### config.mk
export PLATFORM = sky130hd
export DESIGN_NAME = instr_fetch_ctrl
export DESIGN_NICKNAME = d
export VERILOG_FILES = /design/src/rtl/instr_fetch_ctrl.sv
export SDC_FILE = /design/constraint.sdc
export NUM_CORES = 1
export LEC_CHECK = 0
export BUFFER_PORTS_ARGS = -buffer_cell sky130_fd_sc_hd__buf_2
export CAP_MARGIN = 40
export CORE_MARGIN = 5
export CORE_UTILIZATION = 57
export CTS_CLUSTER_DIAMETER = 80
export CTS_CLUSTER_SIZE = 28
export DETAILED_ROUTE_END_ITERATION = 16
export HOLD_SLACK_MARGIN = 0.15
export PLACE_DENSITY = 0.79
export SYNTH_ARGS = -nofsm -noshare
export SYNTH_HDL_FRONTEND = slang
export SYNTH_SLANG_ARGS = --single-unit
### constraint.sdc
create_clock -name i_clk -period 4.1 [get_ports i_clk]
set_input_delay 0.41 -clock i_clk [delete_from_list [all_inputs] [get_ports i_clk]]
set_output_delay 0.41 -clock i_clk [all_outputs]
set_load 0.005 [all_outputs]
### src/rtl/instr_fetch_ctrl.sv
// IF-stage fetch sequencer: owns the fetch PC, fills a prefetch FIFO of {pc, instr}
// pairs and hands the head to decode. Optional misaligned-redirect trap: FETCH_MISALIGN_TRAP_EN.
module instr_fetch_ctrl #(
  parameter logic [31:0] RESET_PC  = 32'h0000_0000,
  parameter int unsigned DEPTH     = 4,
  parameter logic [31:0] NOP_INSTR = 32'h0000_0013
) (
  input  logic                     i_clk,
  input  logic                     i_rst,
  output logic [31:0]              o_mem_adr,
  input  logic [31:0]              i_mem_instr,
  input  logic                     i_fetch_en,
  input  logic                     i_redirect,
  input  logic [31:0]              i_redirect_pc,
  output logic                     o_valid,
  input  logic                     i_ready,
  output logic [31:0]              o_instr,
  output logic [31:0]              o_pc,
  output logic [$clog2(DEPTH):0]   o_count
`ifdef FETCH_MISALIGN_TRAP_EN
  ,
  output logic                     o_misalign
`endif
);

  localparam int unsigned AW = $clog2(DEPTH);
  localparam int unsigned CW = AW + 1;

  logic [31:0]    pc;
  logic [AW-1:0]  rd_ptr;
  logic [AW-1:0]  wr_ptr;
  logic [CW-1:0]  count;
  logic [31:0]    fifo_pc    [DEPTH];
  logic [31:0]    fifo_instr [DEPTH];
  logic           full;
  logic           pop;
  logic           push;
  logic           fetch_ok;

`ifdef FETCH_MISALIGN_TRAP_EN
  logic misalign_q;

  always_ff @(posedge i_clk or posedge i_rst) begin
    if (i_rst) begin
      misalign_q <= 1'b0;
    end else if (i_redirect) begin
      misalign_q <= (i_redirect_pc[1:0] != 2'b00);
    end
  end

  assign o_misalign = misalign_q;
  // A trapped target still loads into PC but must never be fetched.
  assign fetch_ok   = ~misalign_q;
`else
  assign fetch_ok   = 1'b1;
`endif

  assign full    = (count == CW'(DEPTH));
  assign o_valid = (count != '0);
  assign pop     = o_valid & i_ready;
  // Popping frees the slot in the same cycle, so a full FIFO can still accept a push.
  assign push    = i_fetch_en & ~i_redirect & fetch_ok & (~full | pop);

  assign o_mem_adr = pc;
  assign o_count   = count;

  always_comb begin
    o_instr = NOP_INSTR;
    o_pc    = '0;
    if (o_valid) begin
      o_instr = fifo_instr[rd_ptr];
      o_pc    = fifo_pc[rd_ptr];
    end
  end

  always_ff @(posedge i_clk or posedge i_rst) begin
    if (i_rst) begin
      pc     <= RESET_PC;
      rd_ptr <= '0;
      wr_ptr <= '0;
      count  <= '0;
    end else if (i_redirect) begin
      pc     <= i_redirect_pc;
      rd_ptr <= '0;
      wr_ptr <= '0;
      count  <= '0;
    end else begin
      if (push) begin
        pc     <= pc + 32'd4;
        wr_ptr <= wr_ptr + AW'(1);
      end
      if (pop) begin
        rd_ptr <= rd_ptr + AW'(1);
      end
      count <= count + CW'(push) - CW'(pop);
    end
  end

  // Payload storage needs no reset: entries are only visible while count covers them.
  always_ff @(posedge i_clk) begin
    if (push) begin
      fifo_pc[wr_ptr]    <= pc;
      fifo_instr[wr_ptr] <= i_mem_instr;
    end
  end

endmodule

* Word-level counts from Yosys, hierarchy flattened *
Memories as Yosys holds them, arrays and structs flattened.
Index checks and enable logic that the tools add are counted.

storage, ports and cells
  output and inout port bits = 100
  ROM bits = 0
  memories kept = 2
  word-level logic and storage cells = 32
  input port bits = 69
  flip-flop bits (word level) = 39
  memory bits (writable) = 256
  latch bits = 0

cells by class
  $add $sub $neg = 5
  $mul = 0
  reduce and logical (&&, ||, !) cells = 3
  divide/modulo/power cells = 0
  $lt $le $gt $ge = 0
  multiplexer cells = 11
  equal/unequal tests = 1
  shift operators = 0
  bitwise gates (word level) = 6

memory list
  memory      words  width  rd ports  clocked after memory_dff  write ports  line  source
  fifo_instr  4      32     1         0                         1            34    logic [31:0] fifo_instr [DEPTH];
  fifo_pc     4      32     1         0                         1            33    logic [31:0] fifo_pc [DEPTH];

operators by type and width
  cell                     count
  $mux W32                 4
  $add A32 B3 Y32 const B  1
  $mux W2                  4
  $add A2 B1 Y2 const B    2
  $reduce_bool A2 Y1       2
  $add A3 B1 Y3            1
  $and A1 B1 Y1            3
  $eq A3 B3 Y1 const B     1
  $mux W3                  1
  $reduce_bool A3 Y1       1
  $sub A3 B1 Y3            1
  $mux W1                  2
  $not A1 Y1               2
  $or A1 B1 Y1             1

* Longest topological paths before layout *
Gate-level depths: netlist (run 1).

  depth in word-level cells = 7
  depth in mapped cells = 11
  gate-level depth less buffers = 11

* Worst setup path after synthesis (run 1) *
Ideal clock, no wire load.

  path kind = flip-flop to flip-flop
  start point = reg count[2] (netlist: o_count[2])
  end point = mem fifo_instr[0][0], enable pin
  library setup time = 0.429 ns
  arrival = 2.726 ns
  buffers on the path = 1
  slack = 0.945 ns
  cell stages (with the launch flop) = 5
  data required time = 3.671 ns
  period minus slack after synthesis = 3.155 ns
  cells stage by stage = dfrtp_1 or4b_2 and2_1 clkbuf_1 and3_1

between the ends
  word-level cells in the longest chain between the ends = 6
  elaborated cells on any way between the ends = 8
  classes of those cells = eq/ne: 1; mux: 2; bitwise: 4; reduce/logical: 1

ends and longest elaborated chain
  item                                                       line    source
  from (decl)                                                32      logic [CW-1:0] count;
  from (signal assigned)                                     95      count <= count + CW'(push) - CW'(pop);
  $reduce_bool A3 Y1 / $eq A3 B3 Y1 (equally long branches)  59, 58
  $and A1 B1 Y1 / $not A1 Y1 (equally long branches)         60, 62
  $or A1 B1 Y1 (*)                                           62      assign push = i_fetch_en & ~i_redirect & fetch_ok & (~full | pop);
  $and A1 B1 Y1 (*)                                          62
  $mux W1 (*)                                                101     if (push) begin
  $mux W1 (not written as such) (*)                          103     fifo_instr[wr_ptr] <= i_mem_instr;
  to (decl)                                                  34

Every way passes the cells marked *; elsewhere a longest branch is shown, timed or not.

* Final worst setup path (run 1) *
  start point = reg rd_ptr[0]
  end point = out o_instr[4]

between the ends
  word-level cells in the longest chain between the ends = 2

ends and longest elaborated chain
  item                    line  source
  from (decl)             30    logic [AW-1:0] rd_ptr;
  from (signal assigned)  93    rd_ptr <= rd_ptr + AW'(1);
  $mem_v2 Z4 W32          -
  $mux W32                70    if (o_valid) begin
  to (decl)               17    output logic [31:0] o_instr,

No other way between the ends.

==> results.md, run 1 <==
Finish:
- The area taken by multi-input logic gates is 3025 sq um.
- The area added between synthesis and finish is 18.73%.
- The library cells used most frequently in the layout, excluding fill and tap cells, are edfxtp_1, buf_2, and2_1, mux4_2, dlygate4sd3_1.
- For this run, the share of the core covered by cells in the final layout is 69.01%.
- The number of filler cells placed in the layout is 1309.
- Registers take 8668 sq um.
- The number of nets in the finished design is 938.
- The library cell used most frequently in the layout, excluding fill and tap cells, is edfxtp_1.
- The fraction of layout instances using a drive strength above 1 is 32.11%.

Power:
- The overall power after layout is 7.041 mW.
- In this run the power density over the cells is 501.0 nW/um^2.
- VDD sags by at most 0.3246 mV.
- The standby leakage power is 4.978 nW.

Synth:
- The average size of a mapped cell is 18.38 sq um.
- The post-synth design cell area is 11840 sq um.
- The number of distinct standard cells referenced by the synthesized netlist is 39.
- The share of synthesized registers carrying an async set or reset is 13.22%.
- After synthesis the netlist holds a flip-flop and latch count of 295.
- The share of synthesized area occupied by flip-flops and latches is 73.19%.
- The total number of yosys warnings is 0.
- The top flip-flop cell by instance count after synthesis is edfxtp_1.
- The post-synth net total is 721.
- Yosys mapped a number of flops with a built-in enable equal to 256.
- The post-synthesis cell count is 644.

STA:
- Setup repair after global routing left no endpoint under its margin.
- The max-slew violation total from the final report is 0.
- Setup slack closes at 1073 ps.
- At the pin with the least slew margin, the transition time is 1041 ps.
- The worst slew slack as a fraction of its limit is 30.10%.
- The setup clock skew after layout is 15.76 ps.
- The share of the cycle needed by the critical path after routing is 73.84%.
- The fmax is 0.3303 GHz.
- The final sum of negative setup slack is 0 ps.
- The routed design could run at a clock period as short as 3027 ps.
- The final setup violation count is 0.
- The number of hold violations in the final report is 0.

Worst setup path:
- The family with the most delay on the worst path is flip-flops.
- The slowest stage of the critical path belongs to the cell dfrtp_4.
- The worst path arrival time is 2620 ps.
- The maximum cell stage delay along the critical path is 780 ps.
- Of all nets on the critical path, the largest fanout is 41.
- The critical path is of the reg2out type.
- The type of origin of the critical path is a register.
- Data on the critical path is required at its endpoint by 3690 ps.
- The critical path contains buffers and inverters numbering 2 combined.
- The type of element capturing the critical path is an output port.
- The signal on the critical path passes through buf_12 > mux4_2 > or2_2 > buf_2.

Global routing:
- The number of global-route vias before repair is 6986.
- In the global route stage, overall resource usage came out at 20.39%.
- The maximum number of pins on one net before global-route repair is 63.
- The first-pass GRT wire length is 38120 um.
- Summed over all layers, the global routing overflow is 0.
- The number of antenna violations at the first check in global routing is 0.

Min path:
- The min-delay analysis places its worst path in the category in2reg.

CTS:
- In this run the number of H-tree levels came out at 1.
- The number of sinks handled by clock tree synthesis is 295.
- The number of CTS-inserted buffers is 14.
- The root buffer cell chosen for the clock tree is clkbuf_16.
- The clock edge transition at the registers on the reported setup and hold paths is 100 ps.
- At the later pin of the worst-skew pair, clock insertion delay measures 480 ps.
- The worst-case clock buffer depth is 3.
- The CTS tree is built.
- The number of buffers added for setup after CTS is 0.

Flow run:
- The tool flagged a number of max-cap violations equal to 0.

Drt:
- The total via count after detailed routing is 6558.
- After detailed routing, the average wire length per cell comes to 21.26 um.
- The first-iteration detailed-routing DRC count is 501.
- The aggregate routed wire length is 24320 um.
- The via-per-instance ratio is 5.733.
- The count of nets left with antenna violations once routing finished came out at 1.
- The pre-antenna-repair detailed-routing pass consisted of 4 iterations.
- The remaining design rule violation count is 0.

Floorplanning:
- The initialized floorplan defines 52 standard-cell rows.
- The initial utilization of the core area, before any placement, comes to 58.12%.
- The core region area is 20360 sq um.
- The floorplan step set the die width to 154.1 um.
- The die outline area is 23750 sq um.
- The die height is 154.1 um.
- In this run the count of I/O pins placed on the die edge is 169.

Placement:
- The count of input and output buffers is 168.
- The pre-CTS worst setup slack is 1461 ps.
- The congestion estimate from routability-driven global placement came to 0.8564.
- The estimated wirelength of the detail-placed design is 15680 um.

Run status:
- The flow ran to the end, but the final reports show violations.
- The checks that failed: antenna rules.
## where the power goes
part	internal (mW)	switching, mW	leakage, nW	total (mW)
clock network	0.693	0.845	0.202	1.54
registers	3.46	0.196	2.81	3.66
logic	0.980	0.865	1.97	1.84
## area by class of cell
| cell class | count | share of cell area [%] |
|---|---|---|
| timing repair buffer | 231 | 11.04 |
| antenna | 5 | 0.08903 |
| sequential | 295 | 61.68 |
| multi-input combinational | 308 | 21.53 |
| clock inverter | 2 | 0.1068 |
| tap | 270 | 2.404 |
| inverter | 11 | 0.2938 |
| clock buffer | 22 | 2.858 |
## metal layers
layer  routed length, um  track usage, %  up-vias
li1                    -               -     2930
met1               10200           28.70     3336
met2               11930           33.76      259
met3                1741           4.019       33
met4                 450           4.500        0
met5                   0               0        -
## what timing repair did
item	CTS	global route
hold buffers	49	4
hold endpoints to repair	167	7
gates resized for setup	0	0
## cells by family after synthesis
| kind of cell | count (synthesis) | synth area share [%] |
|---|---|---|
| AOI/OAI and AO/OA | 29 | 1.279 |
| xor gates and xnor gates | 32 | 2.368 |
| adders and majority gates | 8 | 0.9091 |
| buffers and inverters | 41 | 1.416 |
| DFF | 295 | 73.19 |
| muxes | 70 | 12.74 |
| and+or+nand+nor | 169 | 8.097 |
## through the flow
| stage | cell area (sq um) | std cells | hold WS, ps |
|---|---|---|---|
| after CTS | 14000 | 1135 | 151.4 |
| final | 14050 | 1144 | 162.3 |
| after detailed placement | 13090 | 1062 | 535.7 |
| after global routing | 14040 | 1139 | 151.1 |
| after global placement | 12960 | 1057 | 526.9 |
| after floorplan | 11840 | 644 | 508.9 |
## state kept, by name, summed over array words and instances, names as in the netlist
register	flops
wr_ptr	2
fifo_pc	128
fifo_instr	128
o_count	3
o_mem_adr	32
rd_ptr	2
## Yosys cell counts, types with 2 or more instances
library cell	n	area share, %
xor2_1	15	1.1
clkbuf_1	19	0.60
edfxtp_1	256	65
buf_1	5	0.16
nor2b_1	2	0.11
mux4_2	64	12
or2_2	3	0.16
nand4_1	9	0.48
xnor2_1	17	1.3
mux2_2	5	0.48
inv_1	10	0.32
nand3_1	10	0.42
o21ai_0	25	1.1
nor4b_1	2	0.15
or4_1	2	0.13
nor3_1	5	0.21
buf_2	5	0.21
nor2_1	8	0.25
and2_1	66	3.5
dfrtp_1	39	8.2
nand2_1	39	1.2
and4_1	4	0.30
nor4_1	6	0.32
and3_1	7	0.37
ha_1	7	0.74
## worst paths after layout
path	cells after the start	startpoint	end	slack (ps)
max	4	rd_ptr[0]	o_instr[4]	1070
max reg2reg	10	o_count[2]	o_count[2]	1270
min	1	i_mem_instr[10]	fifo_instr[3][10]	160
max in group asynchronous	4	i_rst	rd_ptr[0]	3090
min in group asynchronous	4	i_rst	o_mem_adr[24]	610
min reg2reg	0	o_mem_adr[1]	fifo_pc[1][1]	560
(Power assumes the default switching activity.)
==> run 2: changes to the inputs <==
ABC_AREA = 1   (was default)
CORE_UTILIZATION = 52   (was 57)
PLACE_DENSITY = 0.76   (was 0.79)
clock period = 2.54 ns   (was 4.1 ns; I/O delays follow)
==> run 2 against run 1 <==
  * The run now ends clean
  * Cell count increased by 48%
  * Worst setup slack got worse by 1000 ps
  * Die area rose by 16%
  * Routed wire length increased by 22%
  * Sequential share of layout area fell by 3.9 points
  * Sequential cell count did not move
  * Critical path depth stayed put
  * Largest cell class unchanged
  * Critical endpoint is now o_instr[1]
  * Utilization is 6.7 points lower
  * Non-clock buffer count increased by 20
  * Hold slack better by 79 ps
  * Critical path type unchanged
  * Highest routed layer is now met5
  * Clock power rose by 80%
==> results.md, run 2 <==
Run status:
- Outcome: complete, no violations (was finished, violations left).

Floorplanning:
- The die height came to 165.9 um (was 154.1 um).
- The total number of placement rows is 57 (was 52).
- The overall die width was 165.9 um (was 154.1 um).
- The effective utilization at floorplan is 52.41% (was 58.12%).
- The core region area came to 24110 sq um (was 20360 sq um).
- The die outline area is 27510 sq um (was 23750 sq um).
- The number of top-level pins was 169 (unchanged).

Synth:
- Most instantiated cells after synthesis: nor2_1, edfxtp_1, nand2_1, o21ai_0 (was edfxtp_1, and2_1, mux4_2, dfrtp_1, nand2_1).
- The number of synthesized flops with an enable pin is 256 (unchanged).
- The dominant cell by count in the synthesized netlist was nor2_1 (was edfxtp_1).
- The post-synthesis cell type with the largest combined area is edfxtp_1 (unchanged).
- The number of distinct standard cells referenced by the synthesized netlist was 35 (was 39).
- The post-synth design cell area is 12630 sq um (was 11840 sq um).
- The share of synthesized area occupied by flip-flops and latches is 68.57% (was 73.19%).
- The area share of the largest cell type after synthesis is 60.85% (was 64.95%).
- The number of storage elements in the synthesis netlist is 295 (unchanged).
- The top flip-flop cell by instance count after synthesis is edfxtp_1 (unchanged).
- The average size of a mapped cell came to 10.92 sq um (was 18.38 sq um).
- The post-synthesis cell count is 1157 (was 644).
- The total number of yosys warnings is 0 (unchanged).
- Largest cells by area after synthesis: edfxtp_1, nor2_1, dfrtp_1 (was edfxtp_1, mux4_2, dfrtp_1).
- The share of synthesized registers carrying an async set or reset came to 13.22% (unchanged).
- The post-synth net total is 1234 (was 721).

Worst setup path:
- The launch point of the worst reg-to-reg path was o_count[1] (was o_count[2]).
- The critical path data required time is 2290 ps (was 3690 ps).
- The type of origin of the critical path is a register (unchanged).
- The worst path arrival time is 2210 ps (was 2620 ps).
- The type of element capturing the critical path is an output port (unchanged).
- The first element of the critical path was rd_ptr[0] (unchanged).
- The category of the critical setup timing path is reg2out (unchanged).
- The critical-path maximum fanout is 65 (was 41).

Finish:
- The fraction of layout instances using a drive strength above 1 is 17.12% (was 32.11%).
- The most frequent standard cell in the layout excluding fill and tap cells is nor2_1 (was edfxtp_1).
- The number of nets in the finished design is 1443 (was 938).
- The number of antenna diodes is 0 (was 5).
- The non-filler instance count after layout is 1697 (was 1144).
- The area added between synthesis and finish is 18.85% (was 18.73%).
- Most frequent cells in the layout: nor2_1, edfxtp_1, buf_2, nand2_1, o21ai_0 (was edfxtp_1, buf_2, and2_1, mux4_2, dlygate4sd3_1).
- The number of filler cells placed in the layout is 1883 (was 1309).

CTS:
- The number of sinks handled by clock tree synthesis was 295 (unchanged).
- The CTS tree is built (unchanged).
- The number of H-tree branching levels came to 1 (unchanged).
- The worst-case clock buffer depth is 3 (unchanged).
- The number of CTS-inserted buffers is 15 (was 14).
- The root buffer cell is clkbuf_16 (unchanged).
- The number of buffers added for setup after CTS came to 0 (unchanged).
- The clock latency of the later-clocked register in the worst-skew pair was 510 ps (was 480 ps).
- The clock edge transition at the registers on the reported setup and hold paths is 100 ps (about the same).

Power:
- The sequential power share was 48.8% (was 52.0%).
- The net switching power is 3.947 mW (was 1.906 mW).
- The worst supply voltage drop on vdd is 0.5358 mV (was 0.3246 mV).
- The part of the total power dissipated in the clock network is 22.8% (was 21.8%).
- The combinational cell fraction of total power came to 28.5% (was 26.2%).
- The internal portion of total power came to 8.202 mW (was 5.135 mW).
- The standby leakage power came to 5.736 nW (was 4.978 nW).
- The areal power density over the cells came to 809.2 nW/um^2 (was 501.0 nW/um^2).
- The switching share of power is 32.49% (was 27.07%).

Drt:
- The total via count after detailed routing is 9111 (was 6558).
- The average detailed-routed wire length per instance is 17.53 um (was 21.26 um).
- The number of iterations in the first detailed-routing pass is 5 (was 4).
- The via-per-instance ratio is 5.369 (was 5.733).
- The aggregate routed wire length is 29750 um (was 24320 um).
- The first-iteration detailed-routing DRC count is 790 (was 501).
- The number of nets with antenna violations after routing is 0 (was 1).
- The remaining design rule violation count was 0 (unchanged).

Global routing:
- The maximum number of pins on one net before global-route repair was 70 (was 63).
- The first-pass GRT wire length is 47640 um (was 38120 um).
- The total track usage is 21.20% (was 20.39%).
- The number of antenna violations at the first check in global routing is 1 (was 0).
- The number of global-route vias before repair came to 8981 (was 6986).
- The global-route congestion overflow total is 0 (unchanged).

STA:
- The max-slew violation total from the final report is 0 (unchanged).
- The fmax is 0.4061 GHz.
- After layout, the minimum clock period comes to 2462 ps.
- RSZ-0062 raised after global routing: true (was false).
- The share of the cycle needed by the critical path after routing is 96.95%.
- The final setup violation count is 0 (unchanged).
- The worst slew slack as a fraction of its limit is 46.01% (was 30.10%).
- The number of hold violations in the final report is 0 (unchanged).
- The measured slew at the worst slew-check pin is 809.0 ps (was 1041 ps).
- The setup clock skew after layout is 25.90 ps (was 15.76 ps).
- The tightest hold margin is 240.8 ps (was 162.3 ps).

Placement:
- The number of placed instances, taps included is 1607 (was 1062).
- The estimated wirelength of the detail-placed design is 17010 um (was 15680 um).
- The count of input and output buffers came to 168 (unchanged).
- The final weighted congestion in routability-driven placement is 0.8406 (was 0.8564).

Min path:
- The worst min-delay path class is in2reg (unchanged).
- The worst hold path startpoint is i_ready (was i_mem_instr[10]).

Flow run:
- The reported max-cap violation count was 0 (unchanged).
[run 2: metrics by stage]
| step | setup TNS (ps) | power (mW) | util (%) | setup WS, ps | cell area [sq um] |
|---|---|---|---|---|---|
| after floorplan | -96020 | 7.870 | - | -375.1 | 12640 |
| after global placement | 0 | 9.268 | 57.40 | 397.2 | 13840 |
| after CTS | 0 | 12.24 | 62.24 | 18.36 | 15000 |
| after detailed placement | 0 | 9.339 | 57.40 | 385.4 | 13840 |
| final | 0 | 12.15 | 62.29 | 77.53 | 15010 |
| after global routing | -1.558 | 12.85 | 62.29 | -1.558 | 15010 |
[run 2: cells by family after synthesis]
logic type | count (synthesis) | synth area share [%]
compound gates | 216 | 8.914
xor+xnor | 8 | 0.5546
fa+ha+maj | 8 | 0.8517
buf+inv | 110 | 3.971
flops | 295 | 68.57
simple gates | 520 | 17.13
[run 2: cell type report]
cell class / count / area (sq um) / share of cell area, %
clock buffer: 19 / 390.4 / 2.600
clock inverter: 5 / 78.83 / 0.5250
inverter: 51 / 198.9 / 1.325
multi-input combinational: 752 / 3498 / 23.30
sequential: 295 / 8668 / 57.73
tap: 324 / 405.4 / 2.700
timing repair buffer: 251 / 1774 / 11.82
[run 2: critical path: stages (launching register included)]
cell	delay [ps]
dfrtp_4	480
buf_16	280
nor2_1	80
o311ai_0	580
buf_2	220
[run 2: worst paths after layout]
| path | to | slack, ps | depth (start not counted) |
|---|---|---|---|
| max | o_instr[1] | 80 | 4 |
| min | rd_ptr[0] | 240 | 5 |
| max reg2reg | o_count[2] | 370 | 10 |
| min reg2reg | fifo_pc[0][1] | 570 | 0 |
| max in group asynchronous | o_mem_adr[22] | 1280 | 4 |
| min in group asynchronous | o_mem_adr[2] | 420 | 3 |
[run 2: what timing repair did]
item,in CTS,in global routing
hold buffers,65,0
resized for setup,3,4
gates cloned,1,0
pin swaps,0,0
setup endpoints to repair,25,18
hold endpoints to repair,177,0
[run 2: routing by layer]
metal  GRT usage (%)  routed length, um  vias to the layer above
met2           36.49              14710                      305
met3           3.880               1980                       41
li1                -                  -                     4372
met5               0                 20                        -
met1           28.32              12480                     4391
met4           4.986                553                        2
[run 2: power groups by stage]
stage	clock [mW]	sequential, mW	combinational, mW
detailed placement	0	6.02	3.31
floorplan	0	5.94	1.94
finish	2.77	5.92	3.46
global placement	0	6.01	3.26
CTS	2.84	5.92	3.48
global route	3.02	5.97	3.86
